`src/rtl/cpu_types_pkg.sv`:
```
// rtl/cpu_types_pkg.sv - shared CPU/memory types: word, RAM state and arbiter state
package cpu_types_pkg;

    typedef logic [31:0] word_t;

    typedef enum logic [1:0] {
        FREE   = 2'd0,
        BUSY   = 2'd1,
        ACCESS = 2'd2,
        ERROR  = 2'd3
    } ramstate_t;

    typedef enum logic [1:0] {
        IDLE = 2'd0,
        DACC = 2'd1,
        IACC = 2'd2
    } arb_state_t;

endpackage

```
`src/rtl/wait_timer.sv`:
```
// rtl/wait_timer.sv - wait-state counter with timeout strobe for one RAM transaction
module wait_timer #(
    parameter int TIMEOUT_CYCLES = 64,
    parameter int CNT_W          = 8
) (
    input  logic CLK,
    input  logic nRST,
    input  logic clr_i,
    input  logic en_i,
    output logic timeout_o
);

    logic [CNT_W-1:0] cnt_q;
    logic [CNT_W-1:0] cnt_d;

    // Clear while no transaction is open, otherwise count wait cycles.
    always_comb begin
        cnt_d = cnt_q;
        if (clr_i) begin
            cnt_d = '0;
        end else if (en_i) begin
            cnt_d = cnt_q + 1'b1;
        end
    end

    // Counter register.
    always_ff @(posedge CLK or negedge nRST) begin
        if (!nRST) begin
            cnt_q <= '0;
        end else begin
            cnt_q <= cnt_d;
        end
    end

    // The wait cycle that brings the count to TIMEOUT_CYCLES is the one that aborts.
    assign timeout_o = en_i && (cnt_q == CNT_W'(TIMEOUT_CYCLES - 1));

endmodule

```
`src/rtl/mem_request_arbiter.sv`:
```
// rtl/mem_request_arbiter.sv - data-priority fetch/data arbiter onto single-port RAM; MEM_ARB_STATS_EN adds hit/stall counters
module mem_request_arbiter
    import cpu_types_pkg::*;
#(
    parameter int TIMEOUT_CYCLES = 64,
    parameter int CNT_W          = 8
) (
    input  logic      CLK,
    input  logic      nRST,
    input  logic      imemREN,
    input  word_t     imemaddr,
    input  logic      dmemREN,
    input  logic      dmemWEN,
    input  word_t     dmemaddr,
    input  word_t     dmemstore,
    output logic      ihit,
    output logic      dhit,
    output word_t     imemload,
    output word_t     dmemload,
    output logic      ramREN,
    output logic      ramWEN,
    output word_t     ramaddr,
    output word_t     ramstore,
    input  word_t     ramload,
    input  ramstate_t ramstate,
    output logic      memerr
`ifdef MEM_ARB_STATS_EN
    ,
    output word_t     icount,
    output word_t     dcount,
    output word_t     stallcount
`endif
);

    arb_state_t state_q;
    arb_state_t state_d;
    arb_state_t state_raw;
    logic       memerr_q;
    logic       memerr_d;
    logic       dreq;
    logic       wait_cyc;
    logic       timeout;

    assign dreq = dmemREN | dmemWEN;

    wait_timer #(
        .TIMEOUT_CYCLES(TIMEOUT_CYCLES),
        .CNT_W         (CNT_W)
    ) u_wait_timer (
        .CLK      (CLK),
        .nRST     (nRST),
        .clr_i    (state_q == IDLE),
        .en_i     (wait_cyc),
        .timeout_o(timeout)
    );

    // Next state and all outputs from current state, live requests and ramstate.
    always_comb begin
        state_raw = state_q;
        wait_cyc  = 1'b0;
        ihit      = 1'b0;
        dhit      = 1'b0;
        imemload  = '0;
        dmemload  = '0;
        ramREN    = 1'b0;
        ramWEN    = 1'b0;
        ramaddr   = '0;
        ramstore  = '0;
        case (state_q)
            IDLE: begin
                if (dreq) begin
                    state_raw = DACC;
                end else if (imemREN) begin
                    state_raw = IACC;
                end
            end
            DACC: begin
                ramaddr  = dmemaddr;
                ramstore = dmemstore;
                ramWEN   = dmemWEN;
                ramREN   = dmemREN & ~dmemWEN;
                if (!dreq) begin
                    state_raw = IDLE;
                end else if (ramstate == ACCESS) begin
                    dhit      = 1'b1;
                    dmemload  = ramload;
                    state_raw = IDLE;
                end else begin
                    wait_cyc = 1'b1;
                end
            end
            IACC: begin
                ramaddr = imemaddr;
                ramREN  = imemREN;
                if (!imemREN) begin
                    state_raw = IDLE;
                end else if (ramstate == ACCESS) begin
                    ihit      = 1'b1;
                    imemload  = ramload;
                    state_raw = IDLE;
                end else begin
                    wait_cyc = 1'b1;
                end
            end
            default: state_raw = IDLE;
        endcase
    end

    // Timeout overrides whatever the access wanted to do next.
    assign state_d  = timeout ? IDLE : state_raw;
    assign memerr_d = memerr_q | timeout;
    assign memerr   = memerr_q;

    // State and sticky error registers.
    always_ff @(posedge CLK or negedge nRST) begin
        if (!nRST) begin
            state_q  <= IDLE;
            memerr_q <= 1'b0;
        end else begin
            state_q  <= state_d;
            memerr_q <= memerr_d;
        end
    end

`ifdef MEM_ARB_STATS_EN
    // Free-running hit and stall counters, wrapping at 2^32.
    always_ff @(posedge CLK or negedge nRST) begin
        if (!nRST) begin
            icount     <= '0;
            dcount     <= '0;
            stallcount <= '0;
        end else begin
            icount     <= icount + word_t'(ihit);
            dcount     <= dcount + word_t'(dhit);
            stallcount <= stallcount + word_t'(wait_cyc);
        end
    end
`endif

endmodule
```
`config.mk`:
```
export PLATFORM = sky130hd
export DESIGN_NAME = mem_request_arbiter
export DESIGN_NICKNAME = d
export VERILOG_FILES = /design/src/rtl/cpu_types_pkg.sv /design/src/rtl/wait_timer.sv /design/src/rtl/mem_request_arbiter.sv
export SDC_FILE = /design/constraint.sdc
export NUM_CORES = 1
export LEC_CHECK = 0
export ABC_AREA = 0
export CAP_MARGIN = 20
export CORE_AREA = 2 2 103 105
export DETAILED_ROUTE_END_ITERATION = 10
export DIE_AREA = 0 0 105 107
export GPL_TIMING_DRIVEN = 1
export PLACE_DENSITY = 0.78
export SLEW_MARGIN = 0
export SYNTH_ARGS = -nofsm -noshare
export SYNTH_HDL_FRONTEND = slang
export SYNTH_HIERARCHICAL = 1
export SYNTH_SLANG_ARGS = --single-unit
```
`constraint.sdc`:
```
create_clock -name CLK -period 2.4 [get_ports CLK]
set_input_delay 0.72 -clock CLK [delete_from_list [all_inputs] [get_ports CLK]]
set_output_delay 0.72 -clock CLK [all_outputs]
set_load 0.02 [all_outputs]
```
**Word-level counts from Yosys, hierarchy flattened**

Index checks and enable logic that the tools add are counted.

- Bits in registers: 11
- Latch bits: 0
- Memory bits (writable): 0
- Bits in read-only memories: 0
- Input bits: 135
- Output and inout port bits: 133
- Word-level logic and storage cells: 43
- Memories: 0

- $add $sub $neg: 1
- Multipliers: 0
- Div/mod/pow operators: 0
- $lt $le $gt $ge: 0
- Equality and inequality tests: 5
- Shifts and indexed selects: 0
- Muxes and demuxes: 27
- Bitwise gates (word level): 4
- Reduce and logical (&&, ||, !) cells: 3

Operator list:

| kind | number |
|---|---|
| 32-bit 2-to-1 mux | 6 |
| 32-bit one-hot mux with 2 select lines | 1 |
| 8-bit 2-to-1 mux | 2 |
| 2-bit 2-to-1 mux | 6 |
| 1-bit 2-to-1 mux | 9 |
| 8-bit by 1-bit adder with 8-bit output, second input constant | 1 |
| 8-bit by 6-bit == test with 1-bit output, second input constant | 1 |
| 2-bit one-hot mux with 3 select lines | 1 |
| 2-bit == test, second input constant | 2 |
| 4-bit inequality test, second input constant | 1 |
| 1-bit one-hot mux with 2 select lines | 2 |
| 2-bit by 1-bit == test with 1-bit output, second input constant | 1 |
| 2-bit logical NOT | 1 |
| 1-bit OR | 2 |
| 2-bit nonzero test | 1 |
| 1-bit AND | 1 |
| 1-bit logical AND | 1 |
| 1-bit inverter | 1 |

**Depth between registers and ports, before layout**

- Word-level depth: 6
- Gate-level depth with buffers: 12
- Mapped depth without buffers: 10

**Modules after synthesis**

Netlist, hierarchy kept.

Modules (own cells, without submodules):

| module | instances | cells each | area an instance (um^2) | sequential area each (um^2) |
|---|---|---|---|---|
| mem_request_arbiter | 1 | 213 | 1438.9 | 75.1 |
| wait_timer | 1 | 38 | 386.6 | 200.2 |

**Least setup slack after synthesis**

No wires, ideal clock.

- Path kind: input port to output port
- From: input ramstate[0]
- To: output imemload[22]
- Arrival: 1.583 ns
- Required time: 1.680 ns
- Setup slack: 0.097 ns
- Cell stages on the path: 4
- Buffers on the path: 1
- Cell sequence: nand2b_1 > nor2_2 > buf_2 > and2_1

- Cells in the longest elaborated chain, start to end: 4

Ends and longest elaborated chain:

| element | line | source |
|---|---|---|
| start: declaration | mem_request_arbiter.sv:25 | `input ramstate_t ramstate,` |
| 2-bit == test | mem_request_arbiter.sv:97 | `end else if (ramstate == ACCESS) begin` |
| 32-bit 2-to-1 mux | mem_request_arbiter.sv:97 |  |
| 32-bit 2-to-1 mux | mem_request_arbiter.sv:95 | `if (!imemREN) begin` |
| 32-bit 2-to-1 mux | mem_request_arbiter.sv:69 | `case (state_q)` |
| end: declaration | mem_request_arbiter.sv:18 | `output word_t imemload,` |

No other way between the ends.

**Worst setup path after layout**

- From: input ramstate[0]
- To: output dmemload[16]

- Cells in the longest elaborated chain, start to end: 4

Ends and longest elaborated chain:

| element | line | source |
|---|---|---|
| 2-bit == test | mem_request_arbiter.sv:84 | `end else if (ramstate == ACCESS) begin` |
| 32-bit 2-to-1 mux | mem_request_arbiter.sv:84 |  |
| 32-bit 2-to-1 mux | mem_request_arbiter.sv:82 | `if (!dreq) begin` |
| 32-bit 2-to-1 mux | mem_request_arbiter.sv:69 |  |
| end: declaration | mem_request_arbiter.sv:19 | `output word_t dmemload,` |

No other way between the ends.

==> flow_summary.json <==
{
  "cp-startpoint": "ramstate[0]",
  "firstDrtPassIters": 6,
  "maxCapViolCount": 0,
  "cts_made_buffers": 3,
  "cp_slowest_cell": "nand2b_4",
  "crit_arrival_ns": 1.74,
  "grt_max_degree": 35,
  "antenna_found_initial": 0,
  "crit_top_cell": "buf_6",
  "grt_usage_pct": 17.3,
  "fin_ws_ns": -0.0558,
  "yosysUniqueCellTypes": 33,
  "initial_utilization_pct": 18.1,
  "fin_setup_tns_ns": -1.28,
  "outcome": "complete, but fails checks",
  "synth-seq-cells": 11,
  "dp_hpwl_um": 8060,
  "seq_area_frac_synth_pct": 15.1,
  "syn_avg_cell_area_um2": 7.27,
  "worstPathCellList": "buf_6, nand2b_4, buf_6, nor2b_4, buf_6, clkbuf_16, and2_4, buf_6",
  "clk_pin_slew_ns": 0.05,
  "hold_class": "flip-flop to flip-flop",
  "cp.required_ns": 1.68,
  "vias_per_cell": 4.44,
  "clkLatencyLatePin_ns": 0.24,
  "drc": 0,
  "relSlewSlack_pct": 65.4,
  "multiInputGateArea_mm2": 0.00192,
  "ctsHoldBuffers": 0,
  "diodes": 0,
  "drt_iter0_drc": 83,
  "fin_crit_ns": 2.46,
  "nets": 680,
  "crit_path_max_incr_delay_ns": 0.16,
  "timing.rr.start": "state_q[1]",
  "placement.io_buffers": 267,
  "synth.cell_area_mm2": 0.00183,
  "fp-row-count": 37,
  "holdCritStartpoint": "memerr",
  "place_ws_ns": -0.818,
  "finalHoldViolCount": 0,
  "synth_edf_count": 0,
  "gp_congestion": 0.794,
  "dieArea_mm2": 0.0112,
  "gr-total-overflow": 0,
  "clock-sinks": 11,
  "cts_tree": "done",
  "first_global_vias": 3106,
  "fp.dieH_um": 107,
  "setup_viol_count_final": 35,
  "num_vias": 2997,
  "synthArstFlopShare_pct": 100,
  "critical-path-top-delay-family": "buffers and inverters",
  "ff_latch_area_um2": 275,
  "fin_worst_skew_ns": 0.00442,
  "syn2layout_area_growth_pct": 212,
  "path_class": "input port to output pin",
  "worst_slew_pin_slew_ns": 0.517,
  "wl_um": 11400,
  "max_freq_mhz": 407,
  "wl_per_cell_um": 16.9,
  "fp.dieW_um": 105,
  "violations": "negative setup slack",
  "clock_path_buffers": 2,
  "cp_max_fo": 8,
  "syn_nets": 391,
  "final_cell_mix": "clkdlybuf4s50_1 (130), buf_6 (80), and2_1 (51)",
  "fin_crit_sh_pct": 102,
  "cts_max_level": 1,
  "p_leak_nw": 2.46,
  "start_kind": "input port",
  "n_fill_cell": 897,
  "pin_count": 268,
  "p_per_area_mw_per_mm2": 702,
  "layout.cells.most_common": "clkdlybuf4s50_1",
  "ctsRootBufferMaster": "clkbuf_8",
  "slew_viol_final": 0,
  "critPathCaptureType": "output pin",
  "yosysWarnings": 6,
  "netlist_instances": 251,
  "drive_gt1_share_pct": 53.8,
  "core_area_mm2": 0.0101,
  "peakVddDrop_mv": 0.508,
  "antenna_left": 0,
  "grt_pass1_wl_um": 15800,
  "ys.flop_type": "dfrtp_1",
  "path_buf_inv": 5,
  "rsz0062_at_grt": "yes"
}
==> worst paths after layout <==
kind	end	slack (ns)	cells after the start
min in group asynchronous	u_wait_timer/cnt_q[4]	0.83	1
worst max register to register	state_q[0]	0.08	12
worst min register to register	memerr	0.47	1
worst max-delay path	dmemload[16]	-0.06	8
worst min-delay path	memerr	0.47	1
max in group asynchronous	u_wait_timer/cnt_q[7]	1.23	1
==> Yosys cell counts (3+ instances only) <==
master	n	share of area [%]
and2_1	99	34
a22oi_1	32	13
nor2b_1	32	11
dfrtp_1	11	15
buf_2	10	2.7
clkbuf_1	7	1.4
nor2_1	7	1.4
ha_1	5	3.4
buf_4	4	1.6
nand2_1	4	0.82
nand3_1	4	1.1
o21ai_0	4	1.1
a21oi_1	3	0.82
nand3b_1	3	1.2
or3_1	3	1.0
xor2_1	3	1.4
==> per-stage QoR <==
stage	cells	area (µm²)	util [%]	hold slack, ns	power, mW
after floorplan	251	1830	-	0.424	1.55
after detailed placement	652	4770	47.3	0.455	2.87
after global placement	652	4770	47.3	0.451	2.82
after CTS	669	5030	49.8	0.469	3.20
final	675	5690	56.4	0.466	3.99
after global routing	675	5690	56.4	0.492	4.21
==> power by group <==
| part | switching, mW | leakage [nW] | internal (mW) |
|---|---|---|---|
| combinational | 1.61 | 2.28 | 1.96 |
| clock | 0.0719 | 0.0255 | 0.114 |
| sequential | 0.0256 | 0.151 | 0.207 |
==> worst reg2reg max path, cell delays in order (launching register included) <==
cell and delay (ns):
dfrtp_1 0.39, buf_4 0.16, ha_4 0.18, nand2_4 0.07
buf_4 0.10, buf_4 0.10, o21ai_0 0.08, and3_1 0.21
nand3_1 0.14, nor4_2 0.06, buf_4 0.15, or4b_1 0.52
nand3_1 0.11
==> sequential cells by signal, indices dropped and copies added, names as in the netlist <==
name and cells:
memerr 1, state_q 2, u_wait_timer/cnt_q 8
==> layer usage <==
metal  vias up  global-route usage [%]  share of wire, %
met5         -                       0                 0
met4         0                    2.48              0.75
met3         8                    3.95               6.6
met2       142                    33.9                55
met1      1427                    19.3                38
li1       1420                       -                 -
==> cell type report <==
type,count,share of cell area (%)
repair buffers,306,57.5
multi-input cells,216,33.7
flip-flops and latches,11,4.84
well taps,136,2.99
clock buffers,3,0.726
inverters,2,0.132
clock inverters,1,0.0880
==> what timing repair did <==
item,4_1_cts,5_1_grt
endpoints found under the hold margin,0,0
pin swaps,6,23
setup endpoints to repair,135,81
setup buffers,8,2
gates cloned,6,4
gates resized for setup,651,155
==> cells by family after synthesis <==
family                     after synthesis  synth area share, %
AOI/OAI and AO/OA                       44                 17.5
muxes                                    1                0.548
and+or+nand+nor                        162                 55.0
adders and majority gates                5                 3.43
buffers and inverters                   24                 6.44
DFF                                     11                 15.1
xor gates and xnor gates                 4                 1.92
No activity file was read; power rests on OpenSTA's default activity.
